--- src/rtl/prog_sequencer.sv ---
// Instruction feed for the 9-bit bus processor: loadable program memory that drives DIN/Run,
// follows Done, supplies MVi immediates, stops on HALT and flags a processor that never finishes.
module prog_sequencer #(
    parameter int ADDR_W   = 5,
    parameter int DW       = 9,
    parameter int WD_LIMIT = 8
) (
    input  logic              Clock,
    input  logic              Reset,
    input  logic              Start,
    input  logic              Load_en,
    input  logic [ADDR_W-1:0] Load_addr,
    input  logic [DW-1:0]     Load_data,
    input  logic              Done,
    output logic [DW-1:0]     DIN,
    output logic              Run,
    output logic              Busy,
    output logic              Halted,
    output logic              Error,
    output logic [ADDR_W-1:0] PC,
    output logic [7:0]        Instr_count
);

    localparam int         DEPTH   = 1 << ADDR_W;
    localparam int         WD_W    = $clog2(WD_LIMIT + 1);
    localparam logic [2:0] OP_MVI  = 3'b001;
    localparam logic [2:0] OP_HALT = 3'b111;

    typedef enum logic [2:0] {
        S_IDLE  = 3'd0,
        S_ISSUE = 3'd1,
        S_IMM   = 3'd2,
        S_WAIT  = 3'd3,
        S_HALT  = 3'd4
    } state_t;

    logic [DW-1:0]     mem_q [DEPTH];
    state_t            state_q, state_d;
    logic [ADDR_W-1:0] pc_q, pc_d;
    logic [7:0]        cnt_q, cnt_d;
    logic              err_q, err_d;
    logic [WD_W-1:0]   wd_q, wd_d;
    logic [DW-1:0]     din_q, din_d;
    logic              run_q, run_d;
    logic              busy_q, busy_d;
    logic              halted_q, halted_d;
    logic              accept_s;
    logic [DW-1:0]     fetch_s;

    // Next-state and next-output computation
    always_comb begin
        accept_s = (state_q == S_IDLE) || (state_q == S_HALT);
        state_d  = state_q;
        pc_d     = pc_q;
        cnt_d    = cnt_q;
        err_d    = err_q;
        wd_d     = wd_q;
        case (state_q)
            S_IDLE, S_HALT: begin
                if (Start) begin
                    state_d = S_ISSUE;
                    pc_d    = '0;
                    cnt_d   = 8'd0;
                    err_d   = 1'b0;
                end else begin
                    state_d = state_q;
                end
            end
            S_ISSUE: begin
                // Run was registered low on entry exactly when the fetched word is HALT
                if (!run_q) begin
                    state_d = S_HALT;
                end else begin
                    pc_d  = pc_q + ADDR_W'(1);
                    cnt_d = (cnt_q == 8'hFF) ? cnt_q : cnt_q + 8'd1;
                    if (din_q[DW-1:DW-3] == OP_MVI) begin
                        state_d = S_IMM;
                    end else begin
                        state_d = S_WAIT;
                        wd_d    = '0;
                    end
                end
            end
            S_IMM: begin
                pc_d    = pc_q + ADDR_W'(1);
                state_d = S_ISSUE;
            end
            S_WAIT: begin
                if (Done) begin
                    state_d = S_ISSUE;
                end else if (wd_q == WD_W'(WD_LIMIT - 1)) begin
                    wd_d    = wd_q + WD_W'(1);
                    err_d   = 1'b1;
                    state_d = S_HALT;
                end else begin
                    wd_d = wd_q + WD_W'(1);
                end
            end
            default: begin
                state_d = S_IDLE;
            end
        endcase

        // Outputs are registered, so they are derived from the word at the upcoming PC
        fetch_s  = mem_q[pc_d];
        run_d    = (state_d == S_ISSUE) && (fetch_s[DW-1:DW-3] != OP_HALT);
        din_d    = (run_d || (state_d == S_IMM)) ? fetch_s : '0;
        busy_d   = (state_d == S_ISSUE) || (state_d == S_IMM) || (state_d == S_WAIT);
        halted_d = (state_d == S_HALT);
    end

    // Sequencer state, counters and registered outputs
    always_ff @(posedge Clock) begin
        if (Reset) begin
            state_q  <= S_IDLE;
            pc_q     <= '0;
            cnt_q    <= 8'd0;
            err_q    <= 1'b0;
            wd_q     <= '0;
            din_q    <= '0;
            run_q    <= 1'b0;
            busy_q   <= 1'b0;
            halted_q <= 1'b0;
        end else begin
            state_q  <= state_d;
            pc_q     <= pc_d;
            cnt_q    <= cnt_d;
            err_q    <= err_d;
            wd_q     <= wd_d;
            din_q    <= din_d;
            run_q    <= run_d;
            busy_q   <= busy_d;
            halted_q <= halted_d;
        end
    end

    // Program memory write port; contents survive Reset
    always_ff @(posedge Clock) begin
        if (!Reset && accept_s && Load_en) begin
            mem_q[Load_addr] <= Load_data;
        end
    end

    assign DIN         = din_q;
    assign Run         = run_q;
    assign Busy        = busy_q;
    assign Halted      = halted_q;
    assign Error       = err_q;
    assign PC          = pc_q;
    assign Instr_count = cnt_q;

endmodule

--- config.mk ---
export PLATFORM = sky130hd
export DESIGN_NAME = prog_sequencer
export DESIGN_NICKNAME = d
export VERILOG_FILES = /design/src/rtl/prog_sequencer.sv
export SDC_FILE = /design/constraint.sdc
export NUM_CORES = 1
export LEC_CHECK = 0
export BUFFER_PORTS_ARGS = -buffer_cell sky130_fd_sc_hd__buf_2
export CORE_ASPECT_RATIO = 0.7
export CORE_UTILIZATION = 25
export CTS_CLUSTER_SIZE = 8
export DETAILED_ROUTE_END_ITERATION = 10
export GPL_ROUTABILITY_DRIVEN = 0
export SETUP_SLACK_MARGIN = 0.2
export SYNTH_ARGS = -nofsm -noshare
export SYNTH_HDL_FRONTEND = slang
export SYNTH_SLANG_ARGS = --single-unit
--- constraint.sdc ---
create_clock -name Clock -period 8.1 [get_ports Clock]
set_input_delay 0.81 -clock Clock [delete_from_list [all_inputs] [get_ports Clock]]
set_output_delay 0.81 -clock Clock [all_outputs]
set_load 0.01 [all_outputs]
# After elaboration in Yosys (flattened, before gate mapping)

Memories as Yosys holds them, arrays and structs flattened.
Cells that the tools add are included.

Memories kept: 1
Register bits after elaboration: 33
Bits of input ports: 19
Output and inout port bits: 26
Logic and storage cells: 72
RAM bits: 288

Equality and inequality tests: 18
Multiplexer cells: 23
Reduce and logical (&&, ||, !) cells: 17
Bitwise operators: 1
Add/subtract/negate cells: 3

Memory list:

| memory | words | bits a word | read ports | clocked after memory_dff | write ports | line | source |
|---|---|---|---|---|---|---|---|
| mem_q  | 32    | 9           | 1          | 0                        | 1           | 37   | `logic [DW-1:0] mem_q [DEPTH];` |

Operators with widths:

| cell                  | number |
|---|---|
| $mux W8               | 3 |
| $pmux W8 S2           | 1 |
| $pmux W5 S3           | 1 |
| $eq A3 B2 Y1 const B  | 4 |
| $mux W3               | 4 |
| $mux W4               | 3 |
| $ne A2 B2 Y1 const B  | 6 |
| $pmux W3 S4           | 1 |
| $reduce_and A4 Y1     | 3 |
| $mux W5               | 2 |
| $eq A3 B1 Y1 const B  | 3 |
| $add A8 B1 Y8 const B | 1 |
| $eq A8 B8 Y1 const B  | 1 |
| $pmux W4 S2           | 1 |
| $eq A3 B3 Y1 const B  | 2 |
| $mux W1               | 6 |
| $reduce_bool A2 Y1    | 3 |
| $add A5 B1 Y5 const B | 1 |
| $add A4 B1 Y4 const B | 1 |
| $eq A4 B3 Y1 const B  | 1 |
| $logic_or A1 B1 Y1    | 4 |
| $reduce_or A2 Y1      | 2 |
| $logic_and A1 B1 Y1   | 3 |
| $logic_not A3 Y1      | 1 |
| other kinds (4)       | 4 |

# Logic depth before layout (Yosys ltp)

Gate-level depths: netlist (run 1).

Depth in word-level cells: 9
Mapped depth: 15
Depth with buffers taken out: 10

# Worst setup path before layout (run 1)

OpenSTA, ideal clock, no wires.

Path kind: input -> register
Start point: input Start
End point: register din_q[0] (netlist: DIN[0])
Path buffers: 3
Stages: 11
Data required time: 7.962 ns
Arrival time: 3.119 ns
Setup slack: 4.843 ns
Setup time: 0.138 ns
Path through: or3b_1 > buf_2 > and4_4 > buf_6 > nor2_4 > buf_6 > mux2_2 > a311oi_1 > nand4_1 > nor4_4 > nor3_1

Word-level cells in the longest chain between the ends: 8
Elaborated cells between the ends (all ways): 12
Those cells by class: eq/ne: 3; mux: 4; bitwise: 1; reduce/logical: 3; memory: 1

Ends and longest elaborated chain:

| what                       | line | source |
|---|---|---|
| start, declared            | 10   | `input logic Start,` |
| $mux W5                    | 60   | `if (Start) begin` |
| $pmux W5 S3                | 58   | `case (state_q)` |
| $mem_v2 Z32 W9             | -    |  |
| $ne A3 B3 Y1               | 106  | `run_d = (state_d == S_ISSUE) && (fetch_s[DW-1:DW-3] != OP_HALT);` |
| $logic_and A1 B1 Y1        | 106  |  |
| $logic_or A1 B1 Y1         | 107  | `din_d = (run_d \|\| (state_d == S_IMM)) ? fetch_s : '0;` |
| $not A1 Y1 (no line)       | -    |  |
| $reduce_or A2 Y1 (no line) | -    |  |
| end signal, assigned       | 130  | `din_q <= din_d;` |
| end, declared              | 43   | `logic [DW-1:0] din_q, din_d;` |

Several ways; a longest one is shown, not always the timed one.
A chain may end at the register's enable or synchronous reset.

# Worst setup path after layout (run 1)

Start point: register state_q[1]
End point: register din_q[2] (netlist: DIN[2])

Word-level cells in the longest chain between the ends: 9
Elaborated cells between the ends (all ways): 19
Those cells by class: eq/ne: 7; mux: 5; bitwise: 1; reduce/logical: 5; memory: 1

Ends and longest elaborated chain:

| what                                                    | line | source |
|---|---|---|
| start, declared                                         | 38   | `state_t state_q, state_d;` |
| start signal, assigned                                  | 125  | `state_q <= state_d;` |
| $eq A3 B3 Y1 / $logic_not A3 Y1 (equally long branches) | 58   |  |
| $reduce_or A2 Y1                                        | 58   |  |
| $pmux W5 S3                                             | 58   |  |
| $mem_v2 Z32 W9                                          | -    |  |
| $ne A3 B3 Y1                                            | 106  |  |
| $logic_and A1 B1 Y1                                     | 106  |  |
| $logic_or A1 B1 Y1                                      | 107  |  |
| $not A1 Y1 (no line)                                    | -    |  |
| $reduce_or A2 Y1 (no line)                              | -    |  |

Several ways; a longest one is shown, not always the timed one.

==> results.md, run 1 <==
* Outcome: complete, no violations
* Clock share of power at 47.5%
* Starting DRT DRC Count at between 1000 and 1500
* P_leak at 5.207 nW
* Post-synthesis net count at 1070
* Yosys top cell by area: edfxtp_1
* Clock slew at reported path FFs at 50 ps
* Die ar. at 54560 um2
* Clock period minus worst slack at 5101 ps
* Grt ovf at 0
* Combinational share of power at 3.5%
* Flip-flop and latch count after synthesis at between 300 and 400
* Core ar. at 52550 um2
* Initial antenna violation count at 6
* Final ANT Viol Nets at 0
* Sink Count at ~320
* Ports at 45
* Via density at 5.063
* RSZ-0062 raised after global routing: false
* Post-synth EDFFs at 288
* Asr flop ratio synth at 0%
* Sw power at between 0.8 and 0.9 mW
* Slew Limit Fails at 0
* Setup crit end kind: register
* First-pass GRT wire length at 57410 um
* Clk_lat worst skew at 550 ps
* Syn-to-layout area delta at 16.26%
* Syn avg cell area at between 10 and 15 um2
* DRC Markers at 0
* Area contributors post-synth: edfxtp_1, nand2_1, dfxtp_1, nand3_1, a311oi_1
* Vias in the first global route at ~8600
* Fin. Hold Viols at 0
* Proportion of layout cells with a drive suffix above 1 at between 10% and 20%
* Mapped Area at 13400 um2
* Sequential cell area fraction in the yosys report at 69.45%
* Post-layout util at 29.65%
* Setup Crit Path Kind: register to register
* Ys flop type: edfxtp_1
* H-tree depth at 2
* Peak VDD IR at 0.0001409 V
* Critical Path AT at 5500 ps
* Row Count at 70
* Worst slew margin at 16.63%
* WL final at 39150 um
* Root buffer cell: clkbuf_16
* Most numerous cell in the Yosys netlist: edfxtp_1
* Post-CTS setup buffers at 0
* Synth cell types at 73
* Pwr Density at about 240 nW/um2
* Setup ws final at 2999 ps
* YS warnings at 0
* Chip width at around 280 um
* Final Power at 3.732 mW
* Hpwl dp at approximately 24000 um
* HP Class: register to register
* Largest net degree at the start of global routing at 62
* Final setup TNS at 0 ps
* CTS tree: built
* Setup violators final at 0
* Crit path launch type: register
* Sequential power share at 49.0%
* Dpl ws at 2919 ps
* Top-area cell type share of the netlist area at 64.52%
* Fmax at 0.1960 GHz
* Commonest cells post-synth: edfxtp_1, nand2_1, nand3_1
* Post-CTS Resized at 0
* Routed len/inst at between 20 and 25 um
* # Max-Cap Violations at 0
* Via total after detailed routing at 9118
* Synth Instances at roughly 1000
* Cell Int Power at 2.921 mW
* IO Port Bufs at 44
* Clock skew at approximately 18 ps
* Fin crit share at about 63%
* CP required at 8500 ps
* Nets at 1106
* Total CTS buffers at 46
* Clock Path Buffers at 3
* Worst slew pin tran at 1246 ps
* Die span in y at 195.7 um
* First-pass DRT Iterations at 5
* Critical-path maximum fanout at 53
* Sw frac at 21.73%
* GRT Resource Usage Total at 14.10%
* Post-CTS Hold Buffers at 0
* Initial core utilization at 25.51%
==> layout make-up <==
type                            instances  area (um2)
Antenna cell                            3       7.507
Clock buffer                           75        1281
Clock inverter                          3       41.29
Fill cell                            5343       36970
Inverter                                5       18.77
Multi-Input combinational cell        655        3767
Sequential cell                       321        9309
Tap cell                              684       855.8
Timing Repair Buffer                   55       302.8
==> worst max-delay path: stages (launching register included) <==
cell and delay, ps:
dfxtp_1 690, or3b_1 560, nand4_1 150, buf_4 370, nand2_2 750, buf_4 560
mux4_2 390, o22ai_1 110, a311oi_1 240, nand4_1 230, nor4_4 690, nor3_1 160
==> power groups by stage <==
| stage | Combinational, mW | Clock (mW) | Sequential [mW] |
|---|---|---|---|
| 2_1_floorplan | 0.0658 | 0 | 1.85 |
| 3_3_place_gp | 0.126 | 0 | 1.86 |
| 3_5_place_dp | 0.129 | 0 | 1.86 |
| 4_1_cts | 0.129 | 1.80 | 1.83 |
| 5_1_grt | 0.140 | 1.86 | 1.83 |
| 6_report | 0.130 | 1.77 | 1.83 |
==> layer usage <==
metal / vias up / track usage [%] / part of all wire, %
met3: 47 / 4.585 / 13
met5: - / 0 / 0.069
met2: 485 / 19.04 / 40
li1: 4032 / - / -
met4: 4 / 3.114 / 1.4
met1: 4550 / 21.46 / 45
==> sequential cells by signal (all words and copies together) (netlist names) <==
name	flops
mem_q	288
DIN	9
Instr_count	8
PC	5
wd_q	4
state_q	3
Busy	1
Error	1
Halted	1
Run	1
==> cells in the final DEF, fill, tap and decap left out, drive strengths merged, types with 3 or more instances in the layout <==
cell	synthesis	routed
a311oi	39	39
a21oi	20	20
o21ai	14	14
nand2b	9	9
nand3	118	118
dfxtp	33	33
nand2	212	212
mux2i	16	16
a2111oi	4	4
xnor2	3	3
clkinv	0	3
clkbuf	22	75
nor2	65	65
or3b	4	4
mux2	3	3
buf	45	55
a211oi	21	21
edfxtp	288	288
a31oi	10	10
inv	5	5
o211ai	7	7
nor3	16	16
xor2	6	6
and3	24	24
nand3b	6	6
a21o	4	4
and4	3	3
diode	0	3
mux4	4	4
ha	3	3
nand4	7	7
==> final timing paths <==
kind / cells after the start / slack, ps / startpoint / end
setup / recovery: 11 / 3000 / state_q[1] / DIN[2]
hold / removal: 2 / 470 / Error / Error
setup reg to reg: 11 / 3000 / state_q[1] / DIN[2]
hold reg to reg: 2 / 470 / Error / Error
==> per-stage QoR <==
step	instances	area (um2)	hold WS [ps]
2_1_floorplan	1048	13400	469.6
3_5_place_dp	1720	14250	457.7
3_3_place_gp	1720	14250	460.9
5_1_grt	1798	15580	509.3
6_report	1801	15580	472.7
4_1_cts	1798	15580	464.0
==> cells by family after synthesis <==
group,count (synthesis),synth area share (%)
flip-flops,321,69.45
adder cells (fa/ha/maj),3,0.2801
multiplexers,23,2.119
buffers and inverters,72,2.651
AND/OR/NAND/NOR,479,16.64
AO/OA/AOI/OAI,141,8.270
XOR/XNOR,9,0.5881
Note: power is estimated with default switching activity, not from simulation.
==> run 2: changes to the inputs <==
==> constraint.sdc (replaced) <==
create_clock -name Clock -period 4.8 [get_ports Clock]
set_input_delay 0.48 -clock Clock [delete_from_list [all_inputs] [get_ports Clock]]
set_output_delay 0.48 -clock Clock [all_outputs]
set_load 0.01 [all_outputs]
==> results.md, run 2 (synthesis results as in run 1) <==
* Dpl cell area at 14560 um2 (+2.1%)
* Grt ovf at 0 (unchanged)
* Die span in y at 195.7 um (unchanged)
* Fin. Hold Viols at 0 (unchanged)
* Final ANT Viol Nets at 0 (unchanged)
* Total CTS buffers at 46 (unchanged)
* Largest net degree at the start of global routing at 47 (-24%)
* Worst r2r path cells at 9 (-2)
* Combinational share of power at 3.4% (about the same)
* Outcome: complete, no violations
* Hold Startpoint: Reset
* Nets at 1143 (+3.3%)
* Pwr Density at 395.1 nW/um2 (+65%)
* Fin crit share at 85.52% (+23 points)
* Crit path launch type: register
* Diode count at 0 (-3)
* Setup crit end kind: register
* First-pass DRT Iterations at 5 (unchanged)
* Worst slew pin tran at 1106 ps (-139.6 ps)
* WHS Path Cells at 2 (unchanged)
* Worst R2R End: DIN[4]
* IO Port Bufs at 44 (unchanged)
* Sw power at 1.341 mW (+65%)
* H-tree depth at 2 (unchanged)
* Clock share of power at 47.4% (about the same)
* CTS tree: built
* Critical-path maximum fanout at 38 (-28%)
* Sw frac at 21.41% (-0.31 points)
* Initial antenna violation count at 3 (-3)
* Sink Count at 321 (unchanged)
* Via density at 4.945 (-2.3%)
* Clock Path Buffers at 3 (unchanged)
* Post-CTS setup buffers at 0 (unchanged)
* First-pass GRT wire length at 56460 um (-1.7%)
* Commonest non-fill, non-tap cell in the layout: edfxtp_1
* Syn-to-layout area delta at 18.29%
* Post-CTS Hold Buffers at 0 (unchanged)
* Cell Int Power at 4.923 mW (+69%)
* Top reg by flops: mem_q
* Slew Limit Fails at 0 (unchanged)
* Core ar. at 52550 um2 (unchanged)
* Post-CTS Resized at 0 (unchanged)
* Vias in the first global route at 8691 (+0.57%)
* Clk_lat worst skew at 540 ps (about the same)
* Critical Path AT at 4500 ps (-1000 ps)
* GRT Resource Usage Total at 13.80% (-0.30 points)
* Commonest non-fill, non-tap cells in the layout: edfxtp_1, nand2_1, nand3_1
* Setup Crit Path Kind: register to register
* Via total after detailed routing at 9069 (-0.54%)
* Dpl cells at 1757 (+2.2%)
* Proportion of layout cells with a drive suffix above 1 at 14.52% (+2.8 points)
* HP Class: primary input to register
* Max reg flops at 288 (unchanged)
* Hpwl dp at 24310 um (-0.76%)
* # Max-Cap Violations at 0 (unchanged)
* Clock slew at reported path FFs at 50 ps (about the same)
* Sequential power share at 49.2% (+0.2 points)
* Finished Layout Cells at 1834 (+1.8%)
* Reg2reg start: state_q[1]
* Ports at 45 (unchanged)
* Chip width at 278.8 um (unchanged)
* RSZ-0062 raised after global routing: false
* Root buffer cell: clkbuf_16
* Clock period minus worst slack at 4105 ps (-996.0 ps)
* P_leak at 5.392 nW (+3.6%)
* Fmax at 0.2436 GHz (+24%)
* Initial core utilization at 25.51% (unchanged)
* CP required at 5190 ps (-3310 ps)
* DRC Markers at 0 (unchanged)
* Clock skew at 12.05 ps (-5.514 ps)
* Hold endpoint: Instr_count[0]
* Routed len/inst at 20.76 um (-4.5%)
* Starting DRT DRC Count at 1168 (+4.6%)
* Worst slew margin at 25.97% (+9.3 points)
* WL final at 38070 um (-2.8%)
* Final setup TNS at 0 ps (unchanged)
* Peak VDD IR at 0.0002455 V (+74%)
* Post-route design area at 15860 um2 (+1.7%)
* Setup violators final at 0 (unchanged)
* Die ar. at 54560 um2 (unchanged)
* R2r setup slk at 690 ps (-2300 ps)
* Row Count at 70 (unchanged)
run 2: cell types whose count changed in the layout (fill, tap and decap cells not counted), sizes merged:
cell / previous run / this run
clkinv: 3 / 1
diode: 3 / 0
inv: 5 / 6
buf: 55 / 92
run 2: metal layers:
metal	wire length [um]	GRT usage, %
met5	24	0
met3	4638	4.799
met1	17890	21.38
met4	480	2.686
met2	15030	18.11
run 2: worst max-delay path by stage:
stage               startpoint  endpoint  slack [ps]  depth (start not counted)
CTS                 state_q[1]    DIN[4]         730                          9
finish              state_q[1]    DIN[4]         690                          9
floorplan                Start    DIN[0]        1870                         11
global placement    state_q[1]    DIN[3]         790                          9
detailed placement  state_q[1]    DIN[4]         760                          9
global route        state_q[1]    DIN[4]         340                          9
run 2: critical path, stage by stage, from the launching register on:
cell,delay [ps]
dfxtp_1,710
nand4bb_1,470
a21boi_0,290
nor2_4,860
a211oi_1,180
a31oi_1,330
or4_1,160
nand4_1,170
nor4_4,590
nor3_1,140
run 2: metrics by stage:
stage               setup slack (ps)  hold slack, ps  util (%)  total power, mW
finish                         694.8           289.8     30.17            6.264
global route                   340.6           295.2     30.17            6.448
CTS                            734.6           266.2     30.17            6.307
detailed placement             758.4           447.6     27.70            3.350
global placement               793.6           441.4     27.70            3.347
floorplan                       1873           469.6         -            3.241
run 2: layout make-up:
cell class,instances,area [um2]
fill,5308,36700
sequential,321,9309
multi-input combinational,655,3767
clock buffer,75,1281
tap,684,855.8
timing repair buffer,92,605.6
inverter,5,18.77
clock inverter,2,17.52
run 2: power by group through the flow:
stage / logic (mW) / registers, mW / clock network (mW)
3_5_place_dp: 0.215 / 3.14 / 0
6_report: 0.215 / 3.08 / 2.97
5_1_grt: 0.235 / 3.08 / 3.13
2_1_floorplan: 0.111 / 3.13 / 0
4_1_cts: 0.216 / 3.08 / 3.01
3_3_place_gp: 0.212 / 3.14 / 0
